[src/rtl/bagman_load_pkg.sv]
// Shared types and ROM map constants for the Bagman ROM download sequencer.
package bagman_load_pkg;

  typedef enum logic [1:0] {
    S_BOOT,
    S_LOAD,
    S_HOLD,
    S_RUN
  } state_e;

  localparam int unsigned CPU_BASE  = 32'h0000_0000;
  localparam int unsigned GFX_BASE  = 32'h0000_6000;
  localparam int unsigned SPCH_BASE = 32'h0000_A000;
  localparam int unsigned IMG_END   = 32'h0000_C000;

  localparam int unsigned RGN_W    = 3;
  localparam int unsigned RGN_CPU  = 0;
  localparam int unsigned RGN_GFX  = 1;
  localparam int unsigned RGN_SPCH = 2;

endpackage

[src/rtl/rom_load_sequencer_if.sv]
// ioctl download port in, dn_* ROM write port and load status out.
interface rom_load_if
  import bagman_load_pkg::*;
#(
  parameter int unsigned CNT_W = 17
);
  logic             ioctl_download;
  logic             ioctl_wr;
  logic [24:0]      ioctl_addr;
  logic [7:0]       ioctl_dout;
  logic [CNT_W-1:0] dn_addr;
  logic [7:0]       dn_data;
  logic             dn_wr;
  logic [RGN_W-1:0] rgn_sel;
  logic             core_reset;
  logic             load_ok;
  logic             load_err;

  modport master (
    output ioctl_download, ioctl_wr, ioctl_addr, ioctl_dout,
    input  dn_addr, dn_data, dn_wr, rgn_sel, core_reset, load_ok, load_err
  );

  modport slave (
    input  ioctl_download, ioctl_wr, ioctl_addr, ioctl_dout,
    output dn_addr, dn_data, dn_wr, rgn_sel, core_reset, load_ok, load_err
  );
endinterface

[src/rtl/rom_region_decode.sv]
// Combinational ROM address to one-hot region decode.
module rom_region_decode
  import bagman_load_pkg::*;
#(
  parameter int unsigned AW = 17
) (
  input  logic [AW-1:0]    addr,
  output logic [RGN_W-1:0] rgn_sel
);
  logic [31:0] a32;
  assign a32 = 32'(addr);

  // Regions are contiguous from CPU_BASE; anything past IMG_END decodes to none.
  always_comb begin
    rgn_sel = '0;
    if (a32 < GFX_BASE) begin
      rgn_sel[RGN_CPU] = 1'b1;
    end else if (a32 < SPCH_BASE) begin
      rgn_sel[RGN_GFX] = 1'b1;
    end else if (a32 < IMG_END) begin
      rgn_sel[RGN_SPCH] = 1'b1;
    end
  end
endmodule

[src/rtl/rom_load_sequencer.sv]
// Forwards ioctl ROM writes to the core, checks the image and holds core reset.
module rom_load_sequencer
  import bagman_load_pkg::*;
#(
  parameter int unsigned EXPECT_BYTES = 49152,
  parameter int unsigned HOLD_CYC     = 1024,
  parameter int unsigned CNT_W        = 17
) (
  input logic       clk_sys,
  input logic       reset,
  rom_load_if.slave bus
);
  localparam int unsigned HOLD_W = (HOLD_CYC > 1) ? $clog2(HOLD_CYC) : 1;
  localparam logic [HOLD_W-1:0] HOLD_LAST = HOLD_W'(HOLD_CYC - 1);

  state_e           state_q, state_d;
  logic             dl_q;
  logic [CNT_W-1:0] count_q, count_d, cnt_base;
  logic [HOLD_W-1:0] hold_q, hold_d;
  logic             ok_q, ok_d, err_q, err_d;
  logic             core_reset_q, core_reset_d;
  logic             dn_wr_q, dn_wr_d;
  logic [CNT_W-1:0] dn_addr_q, dn_addr_d;
  logic [7:0]       dn_data_q, dn_data_d;
  logic [RGN_W-1:0] rgn_q, rgn_d, rgn_dec;
  logic             rise, fall, hit;

  rom_region_decode #(.AW(CNT_W)) u_decode (
    .addr    (bus.ioctl_addr[CNT_W-1:0]),
    .rgn_sel (rgn_dec)
  );

  assign rise = bus.ioctl_download & ~dl_q;
  assign fall = ~bus.ioctl_download & dl_q;
  // A write coinciding with the rising edge is checked against a fresh count.
  assign cnt_base = rise ? '0 : count_q;
  assign hit = (32'(bus.ioctl_addr) == 32'(cnt_base)) && (32'(cnt_base) < EXPECT_BYTES);

  always_comb begin
    state_d   = state_q;
    count_d   = count_q;
    hold_d    = hold_q;
    ok_d      = ok_q;
    err_d     = err_q;
    dn_wr_d   = 1'b0;
    dn_addr_d = dn_addr_q;
    dn_data_d = dn_data_q;
    rgn_d     = '0;

    if (rise) begin
      state_d = S_LOAD;
      count_d = '0;
      ok_d    = 1'b0;
      err_d   = 1'b0;
    end

    if ((state_q == S_LOAD || rise) && bus.ioctl_wr) begin
      if (hit) begin
        dn_wr_d   = 1'b1;
        dn_addr_d = bus.ioctl_addr[CNT_W-1:0];
        dn_data_d = bus.ioctl_dout;
        rgn_d     = rgn_dec;
        count_d   = cnt_base + 1'b1;
      end else begin
        err_d = 1'b1;
      end
    end

    // The completeness check sees any write landing on the falling-edge cycle.
    unique case (state_q)
      S_LOAD: begin
        if (fall) begin
          if (32'(count_d) == EXPECT_BYTES && !err_d) ok_d = 1'b1;
          else err_d = 1'b1;
          state_d = S_HOLD;
          hold_d  = '0;
        end
      end
      S_HOLD: begin
        if (!rise) begin
          if (hold_q == HOLD_LAST) state_d = ok_q ? S_RUN : S_BOOT;
          else hold_d = hold_q + 1'b1;
        end
      end
      S_BOOT, S_RUN: ;
    endcase

    core_reset_d = (state_d != S_RUN);
  end

  always_ff @(posedge clk_sys) begin
    if (reset) begin
      state_q      <= S_BOOT;
      dl_q         <= 1'b0;
      count_q      <= '0;
      hold_q       <= '0;
      ok_q         <= 1'b0;
      err_q        <= 1'b0;
      core_reset_q <= 1'b1;
      dn_wr_q      <= 1'b0;
      dn_addr_q    <= '0;
      dn_data_q    <= '0;
      rgn_q        <= '0;
    end else begin
      state_q      <= state_d;
      dl_q         <= bus.ioctl_download;
      count_q      <= count_d;
      hold_q       <= hold_d;
      ok_q         <= ok_d;
      err_q        <= err_d;
      core_reset_q <= core_reset_d;
      dn_wr_q      <= dn_wr_d;
      dn_addr_q    <= dn_addr_d;
      dn_data_q    <= dn_data_d;
      rgn_q        <= rgn_d;
    end
  end

  assign bus.dn_wr      = dn_wr_q;
  assign bus.dn_addr    = dn_addr_q;
  assign bus.dn_data    = dn_data_q;
  assign bus.rgn_sel    = rgn_q;
  assign bus.core_reset = core_reset_q;
  assign bus.load_ok    = ok_q;
  assign bus.load_err   = err_q;
endmodule

[src/flat_wrapper.sv]
// flat-port wrapper written by rule: the top's interface ports become plain ports
module rom_load_sequencer_flat import bagman_load_pkg::*;
#(
  parameter int unsigned EXPECT_BYTES = 49152,
  parameter int unsigned HOLD_CYC     = 1024,
  parameter int unsigned CNT_W        = 17
)
  (clk_sys, reset, bus_ioctl_download, bus_ioctl_wr, bus_ioctl_addr, bus_ioctl_dout, bus_dn_addr, bus_dn_data, bus_dn_wr, bus_rgn_sel, bus_core_reset, bus_load_ok, bus_load_err);
  rom_load_if #(.CNT_W(CNT_W)) bus_i ();
  input logic clk_sys;
  input logic reset;
  input wire logic [$bits(bus_i.ioctl_download)-1:0] bus_ioctl_download;
  input wire logic [$bits(bus_i.ioctl_wr)-1:0] bus_ioctl_wr;
  input wire logic [$bits(bus_i.ioctl_addr)-1:0] bus_ioctl_addr;
  input wire logic [$bits(bus_i.ioctl_dout)-1:0] bus_ioctl_dout;
  output wire logic [$bits(bus_i.dn_addr)-1:0] bus_dn_addr;
  output wire logic [$bits(bus_i.dn_data)-1:0] bus_dn_data;
  output wire logic [$bits(bus_i.dn_wr)-1:0] bus_dn_wr;
  output wire logic [$bits(bus_i.rgn_sel)-1:0] bus_rgn_sel;
  output wire logic [$bits(bus_i.core_reset)-1:0] bus_core_reset;
  output wire logic [$bits(bus_i.load_ok)-1:0] bus_load_ok;
  output wire logic [$bits(bus_i.load_err)-1:0] bus_load_err;
  assign bus_i.ioctl_download = bus_ioctl_download;
  assign bus_i.ioctl_wr = bus_ioctl_wr;
  assign bus_i.ioctl_addr = bus_ioctl_addr;
  assign bus_i.ioctl_dout = bus_ioctl_dout;
  assign bus_dn_addr = bus_i.dn_addr;
  assign bus_dn_data = bus_i.dn_data;
  assign bus_dn_wr = bus_i.dn_wr;
  assign bus_rgn_sel = bus_i.rgn_sel;
  assign bus_core_reset = bus_i.core_reset;
  assign bus_load_ok = bus_i.load_ok;
  assign bus_load_err = bus_i.load_err;
  rom_load_sequencer #(.EXPECT_BYTES(EXPECT_BYTES), .HOLD_CYC(HOLD_CYC), .CNT_W(CNT_W)) u_core (.clk_sys(clk_sys), .reset(reset), .bus(bus_i));
endmodule
[config.mk]
export PLATFORM = sky130hd
export DESIGN_NAME = rom_load_sequencer_flat
export DESIGN_NICKNAME = d
export VERILOG_FILES = /design/src/rtl/bagman_load_pkg.sv /design/src/rtl/rom_load_sequencer_if.sv /design/src/rtl/rom_region_decode.sv /design/src/rtl/rom_load_sequencer.sv /design/src/flat_wrapper.sv
export SDC_FILE = /design/constraint.sdc
export NUM_CORES = 1
export LEC_CHECK = 0
export BUFFER_PORTS_ARGS = -buffer_cell sky130_fd_sc_hd__clkbuf_2
export CORE_MARGIN = 2
export CORE_UTILIZATION = 57
export CTS_CLUSTER_DIAMETER = 200
export DETAILED_ROUTE_END_ITERATION = 7
export GPL_TIMING_DRIVEN = 0
export PLACE_DENSITY = 0.82
export SLEW_MARGIN = 20
export SYNTH_ARGS = -nofsm -noshare
export SYNTH_HDL_FRONTEND = slang
export SYNTH_SLANG_ARGS = --single-unit
[constraint.sdc]
create_clock -name clk_sys -period 8 [get_ports clk_sys]
set_input_delay 1.6 -clock clk_sys [delete_from_list [all_inputs] [get_ports clk_sys]]
set_output_delay 1.6 -clock clk_sys [all_outputs]
set_load 0.02 [all_outputs]
======== Word-level counts from Yosys, hierarchy flattened ========
Cells that the tools add are included.
word-level totals
  register bits ........................... 62
  bits of input ports ..................... 37
  output and inout port bits .............. 32
  logic and storage cells ................. 73
operators by class
  $add $sub $neg .......................... 2
  $lt $le $gt $ge ......................... 4
  equal/unequal tests ..................... 9
  muxes and demuxes ....................... 27
  bitwise logic cells ..................... 6
  reduce and logical (&&, ||, !) cells .... 12
operators by type and width
  operator                                                                         number
  17-bit by 16-bit less-than comparator with 1-bit output (second input constant)  3
  17-bit 2-to-1 mux                                                                3
  10-bit 2-to-1 mux                                                                3
  25-bit by 17-bit equality test with 1-bit output                                 1
  10-bit one-hot mux with 2 select lines                                           1
  17-bit by 1-bit adder with 17-bit output (second input constant)                 1
  17-bit by 16-bit equality test with 1-bit output (second input constant)         1
  17-bit by 15-bit less-than comparator with 1-bit output (second input constant)  1
  1-bit 2-to-1 mux                                                                 14
  10-bit by 1-bit adder with 10-bit output (second input constant)                 1
  10-bit equality test (second input constant)                                     1
  2-bit 2-to-1 mux                                                                 5
  2-bit inequality test (second input constant)                                    3
  5-bit OR reduction                                                               1
  1-bit NOT                                                                        4
  2-bit one-hot mux with 2 select lines                                            1
  4-bit AND reduction                                                              1
  4-bit OR reduction                                                               1
  1-bit logical AND                                                                3
  3-bit OR reduction                                                               1
  1-bit AND                                                                        2
  2-bit by 1-bit equality test with 1-bit output (second input constant)           1
  2-bit equality test (second input constant)                                      1
  2-bit by 1-bit inequality test with 1-bit output (second input constant)         1
  other kinds (5)                                                                  5

======== Longest topological paths before layout ========
  depth after elaboration ................. 12
  gate-level depth with buffers ........... 14
  gate-level depth less buffers ........... 12

======== By module ========
A second synthesis with hierarchy kept.
second synthesis, totals
  cell total of the unflattened synthesis .. 430
  area, all modules ....................... 3377.0 µm²
by module, submodules not included
  module              instances  cells an instance  area an instance (µm²)  sequential area each (µm²)
  rom_load_sequencer  1          425                3331.9                  1241.2
  rom_region_decode   1          5                  45.0                    0.0

======== Worst setup path after synthesis ========
No wires, ideal clock.
  path type ............................... input port to flip-flop
  start ................................... in bus_ioctl_download
  end ..................................... reg u_core.ok_q (netlist: u_core.bus.load_ok)
  setup time .............................. 0.059 ns
  arrival time ............................ 3.923 ns
  required time ........................... 7.941 ns
  path slack .............................. 4.018 ns
  stages on the path ...................... 13
  path buffers ............................ 3
  cell sequence ........................... nand2b_1 > buf_6 > buf_12 > clkbuf_8 > and2_1 > ha_1 > nand3_1 > nor4_2 > nand2_1 > nor3_1 > mux2_2 > nor2_1 > a41o_1
on the way
  cells in the longest elaborated chain, start to end .. 11
  elaborated cells between the ends (all ways) .. 22
  those cells by class .................... add/sub: 1; order compare: 1; eq/ne: 2; mux: 10; bitwise: 3; reduce/logical: 5
RTL lines
  item                                                                                                                         RTL line                                            text
  start: declaration                                                                                                           flat_wrapper.sv:12                                  input wire logic [$bits(bus_i.ioctl_download)-1:0] bus_ioctl_download;
  1-bit AND                                                                                                                    rom_load_sequencer.sv:33                            assign rise = bus.ioctl_download & ~dl_q;
  17-bit 2-to-1 mux                                                                                                            rom_load_sequencer.sv:36, rom_load_sequencer.sv:50
  17-bit by 16-bit less-than comparator with 1-bit output or 25-bit by 17-bit equality test with 1-bit output (tied branches)  rom_load_sequencer.sv:37                            assign hit = (32'(bus.ioctl_addr) == 32'(cnt_base)) && (32'(cnt_base) < EXPECT_BYTES);
  1-bit logical AND                                                                                                            rom_load_sequencer.sv:37
  17-bit 2-to-1 mux or 1-bit 2-to-1 mux (tied branches)                                                                        rom_load_sequencer.sv:58                            if (hit) begin
  17-bit 2-to-1 mux or 1-bit 2-to-1 mux (tied branches)                                                                        rom_load_sequencer.sv:57                            if ((state_q == S_LOAD || rise) && bus.ioctl_wr) begin
  17-bit by 16-bit equality test with 1-bit output or 1-bit logical NOT (tied branches)                                        rom_load_sequencer.sv:73                            if (32'(count_d) == EXPECT_BYTES && !err_d) ok_d = 1'b1;
  1-bit logical AND                                                                                                            rom_load_sequencer.sv:73
  1-bit 2-to-1 mux                                                                                                             rom_load_sequencer.sv:73
  1-bit 2-to-1 mux                                                                                                             rom_load_sequencer.sv:72                            if (fall) begin
  1-bit 2-to-1 mux (*)                                                                                                         rom_load_sequencer.sv:70                            unique case (state_q)
  end signal: assignment                                                                                                       rom_load_sequencer.sv:109                           ok_q <= ok_d;
  end: declaration                                                                                                             rom_load_sequencer.sv:20                            logic ok_q, ok_d, err_q, err_d;
Every way passes the cells marked *; elsewhere a longest branch is shown, timed or not.
A chain may end at the register's enable or synchronous reset.

======== Worst setup path in the final report ========
Same ends and word-level chain as after synthesis.

==> results.json <==
{
  "run_status": "finished clean",
  "fp.dieW_um": 81.4,
  "grt_max_degree": 13,
  "antenna_cells": 0,
  "crit_fanout": 10,
  "ios": 69,
  "hold_path.class": "register to register",
  "finalSetupViolCount": 0,
  "globalplace.congestion": 0.970,
  "postCtsSetupBuffers": 0,
  "cts_max_path_buffers": 2,
  "holdWs_ps": 455,
  "hold_buffers": 0,
  "avgSynthCellArea_um2": 7.73,
  "ff_latch_area_um2": 1240,
  "layout.nets": 560,
  "endpoint": "u_core.bus.load_ok$_SDFF_PP0_",
  "cts_inserted_buffers": 9,
  "syn_to_final_growth_pct": 18.2,
  "synth_seq_area_share_pct": 36.4,
  "fin_worst_skew_ps": 13.7,
  "power_density_nw_per_um2": 159,
  "grt_pass1_wl_um": 15000,
  "async_reset_ff_share_pct": 0,
  "cts_sinks": 62,
  "synth-warning-count": 0,
  "rsz0062_at_grt": "false",
  "synthFlopType": "dfxtp_1",
  "fin_crit_ps": 4370,
  "die-area_um2": 6630,
  "drtIter0Drc": 212,
  "crit_type": "primary input to register",
  "crit_start": "bus_ioctl_download",
  "ctsResizeCount": 0,
  "finalCritPeriodShare_pct": 54.7,
  "crit_required_ps": 8280,
  "clkLatencyLatePin_ps": 340,
  "critPathLaunchType": "primary input",
  "syn_area_um2": 3410,
  "antenna_found_initial": 0,
  "ctsRootBufferMaster": "clkbuf_8",
  "cts_tree": "built",
  "setup-tns-final_ps": 0,
  "grt_pass1_vias": 3034,
  "maxCapViolations": 0,
  "h-tree-depth": 3,
  "r2r_cells": 13,
  "worst_pin_slew_ps": 768,
  "ir_drop_uv": 117,
  "ys_seq_elements": 62,
  "fin_util_pct": 69.0,
  "hold_viol": 0,
  "mostFrequentLayoutCell": "nand2_1",
  "final_layout_size_suffix_gt1_share_pct": 20.8,
  "n_fill_cell": 494,
  "finalWirelength_um": 9230,
  "io_buffers": 66,
  "clk_pin_slew_ps": 80,
  "dr_total_vias": 3421,
  "start_util_pct": 58.4,
  "ant_nets": 0,
  "crit-reg2reg-launch": "u_core.dl_q$_SDFF_PP0_",
  "r2r-end": "u_core.bus.load_ok$_SDFF_PP0_",
  "drc_errors": 0,
  "dpl_cell_area_um2": 3840,
  "r2r_setup_slack_ps": 4560,
  "cp.arrival_ps": 4650,
  "max_freq_mhz": 229,
  "final_cell_mix": "nand2_1, clkbuf_2, dfxtp_1",
  "coreArea_um2": 5850,
  "dpl.hpwl_um": 6950,
  "synthCells": 442,
  "max-slew-margin-rel_pct": 48.3,
  "gr-usage-all-layers_pct": 29.4,
  "power_uw": 640,
  "multi_input_area_um2": 1920,
  "wl_per_cell_um": 15.4,
  "die_y_um": 81.4,
  "synth-edff-count": 0,
  "design_area_um2": 4040,
  "first_pass_iters": 5,
  "cp-end-kind": "register",
  "row_count": 28,
  "synth.distinct_cells": 61,
  "p_leak_nw": 1.55,
  "vias_per_cell": 5.71,
  "syn_nets": 483,
  "overflow": 0,
  "final_max_slew_viol_count": 0
}
[worst min-delay path by stage]
stage	start	end	depth (start not counted)
2_1_floorplan	u_core.count_q[16]$_SDFF_PP0_	u_core.count_q[16]$_SDFF_PP0_	2
4_1_cts	u_core.bus.dn_addr[13]$_SDFFE_PP0P_	u_core.bus.dn_addr[13]$_SDFFE_PP0P_	2
3_3_place_gp	u_core.bus.dn_data[7]$_SDFFE_PP0P_	u_core.bus.dn_data[7]$_SDFFE_PP0P_	2
3_5_place_dp	u_core.bus.dn_data[4]$_SDFFE_PP0P_	u_core.bus.dn_data[4]$_SDFFE_PP0P_	2
5_1_grt	u_core.bus.dn_data[5]$_SDFFE_PP0P_	u_core.bus.dn_data[5]$_SDFFE_PP0P_	2
6_report	u_core.bus.dn_addr[13]$_SDFFE_PP0P_	u_core.bus.dn_addr[13]$_SDFFE_PP0P_	2
[worst max-delay path, cell delays in order]
cell and delay (ps):
clkbuf_2 150, nand2b_1 110, buf_6 150, buf_12 140, clkbuf_8 170, and2_1 160, ha_1 220, nand3_1 130
nor4_2 670, nand2_1 120, nor3_1 310, mux2_2 390, nor2_1 140, a41o_1 170
[logic make-up after synthesis]
family / after synthesis / share of synthesized area [%]
AO/OA/AOI/OAI: 92 / 17.7
XOR/XNOR: 26 / 6.67
adder cells (fa/ha/maj): 4 / 1.47
buffers and inverters: 43 / 7.40
flip-flops: 62 / 36.4
multiplexers: 3 / 0.916
AND/OR/NAND/NOR: 212 / 29.5
[power breakdown]
| group | switching [mW] | internal (mW) |
|---|---|---|
| clock network | 0.136 | 0.144 |
| logic | 0.0292 | 0.0200 |
| registers | 0.00132 | 0.310 |
[cells in the mapped netlist, drive strengths merged (2+ instances only)]
cell | n | area share [%]
a21o | 3 | 0.73
o22ai | 2 | 0.37
nor2 | 51 | 5.6
nand2 | 84 | 9.5
ha | 4 | 1.5
nand2b | 8 | 1.5
and2 | 2 | 0.37
dfxtp | 62 | 36
nor3 | 12 | 1.8
and3 | 6 | 1.1
a31oi | 6 | 1.1
nand4 | 11 | 2.2
o21bai | 2 | 0.44
a22o | 2 | 0.59
o2111ai | 2 | 0.51
mux2i | 2 | 0.59
o21a | 3 | 0.66
xor2 | 13 | 3.3
and4 | 5 | 1.3
nand3 | 13 | 1.9
or3 | 2 | 0.37
nor4 | 7 | 1.5
buf | 9 | 2.2
inv | 17 | 1.9
o21ai | 13 | 1.9
a21oi | 35 | 5.1
a2111oi | 3 | 1.2
xnor2 | 13 | 3.3
a211oi | 3 | 0.66
clkbuf | 17 | 3.4
a21boi | 8 | 1.8
nor2b | 4 | 0.73
nor4b | 2 | 0.51
[stage by stage]
stage / worst slack (ps) / instances
2_1_floorplan: 4020 / 442
3_3_place_gp: 3330 / 583
3_5_place_dp: 3350 / 583
4_1_cts: 3670 / 599
5_1_grt: 3350 / 599
6_report: 3630 / 599
[sequential cells by signal, indices dropped and copies added (netlist names)]
| register | count |
|---|---|
| u_core.bus.rgn_sel | 3 |
| u_core.state_q | 2 |
| u_core.bus.dn_wr | 1 |
| u_core.hold_q | 10 |
| u_core.count_q | 17 |
| u_core.bus.core_reset | 1 |
| u_core.bus.dn_addr | 17 |
| u_core.bus.dn_data | 8 |
| u_core.bus.load_err | 1 |
| u_core.bus.load_ok | 1 |
| u_core.dl_q | 1 |
[final cells by class]
type | instances | share of cell area [%]
multi-input cells | 337 | 47.6
flip-flops and latches | 62 | 30.8
repair buffers | 66 | 8.19
plain buffers | 26 | 4.68
clock buffers | 9 | 3.07
well taps | 75 | 2.33
clock inverters | 7 | 1.80
inverters | 17 | 1.58
[per-layer routing]
| layer | vias to the layer above | track usage [%] | wire length (um) |
|---|---|---|---|
| met2 | 137 | 48.0 | 4370 |
| met3 | 17 | 6.22 | 639 |
| met5 | - | 0 | 0 |
| met1 | 1574 | 39.0 | 4040 |
| li1 | 1693 | - | - |
| met4 | 0 | 8.81 | 184 |
No activity file was read; power rests on OpenSTA's default activity.
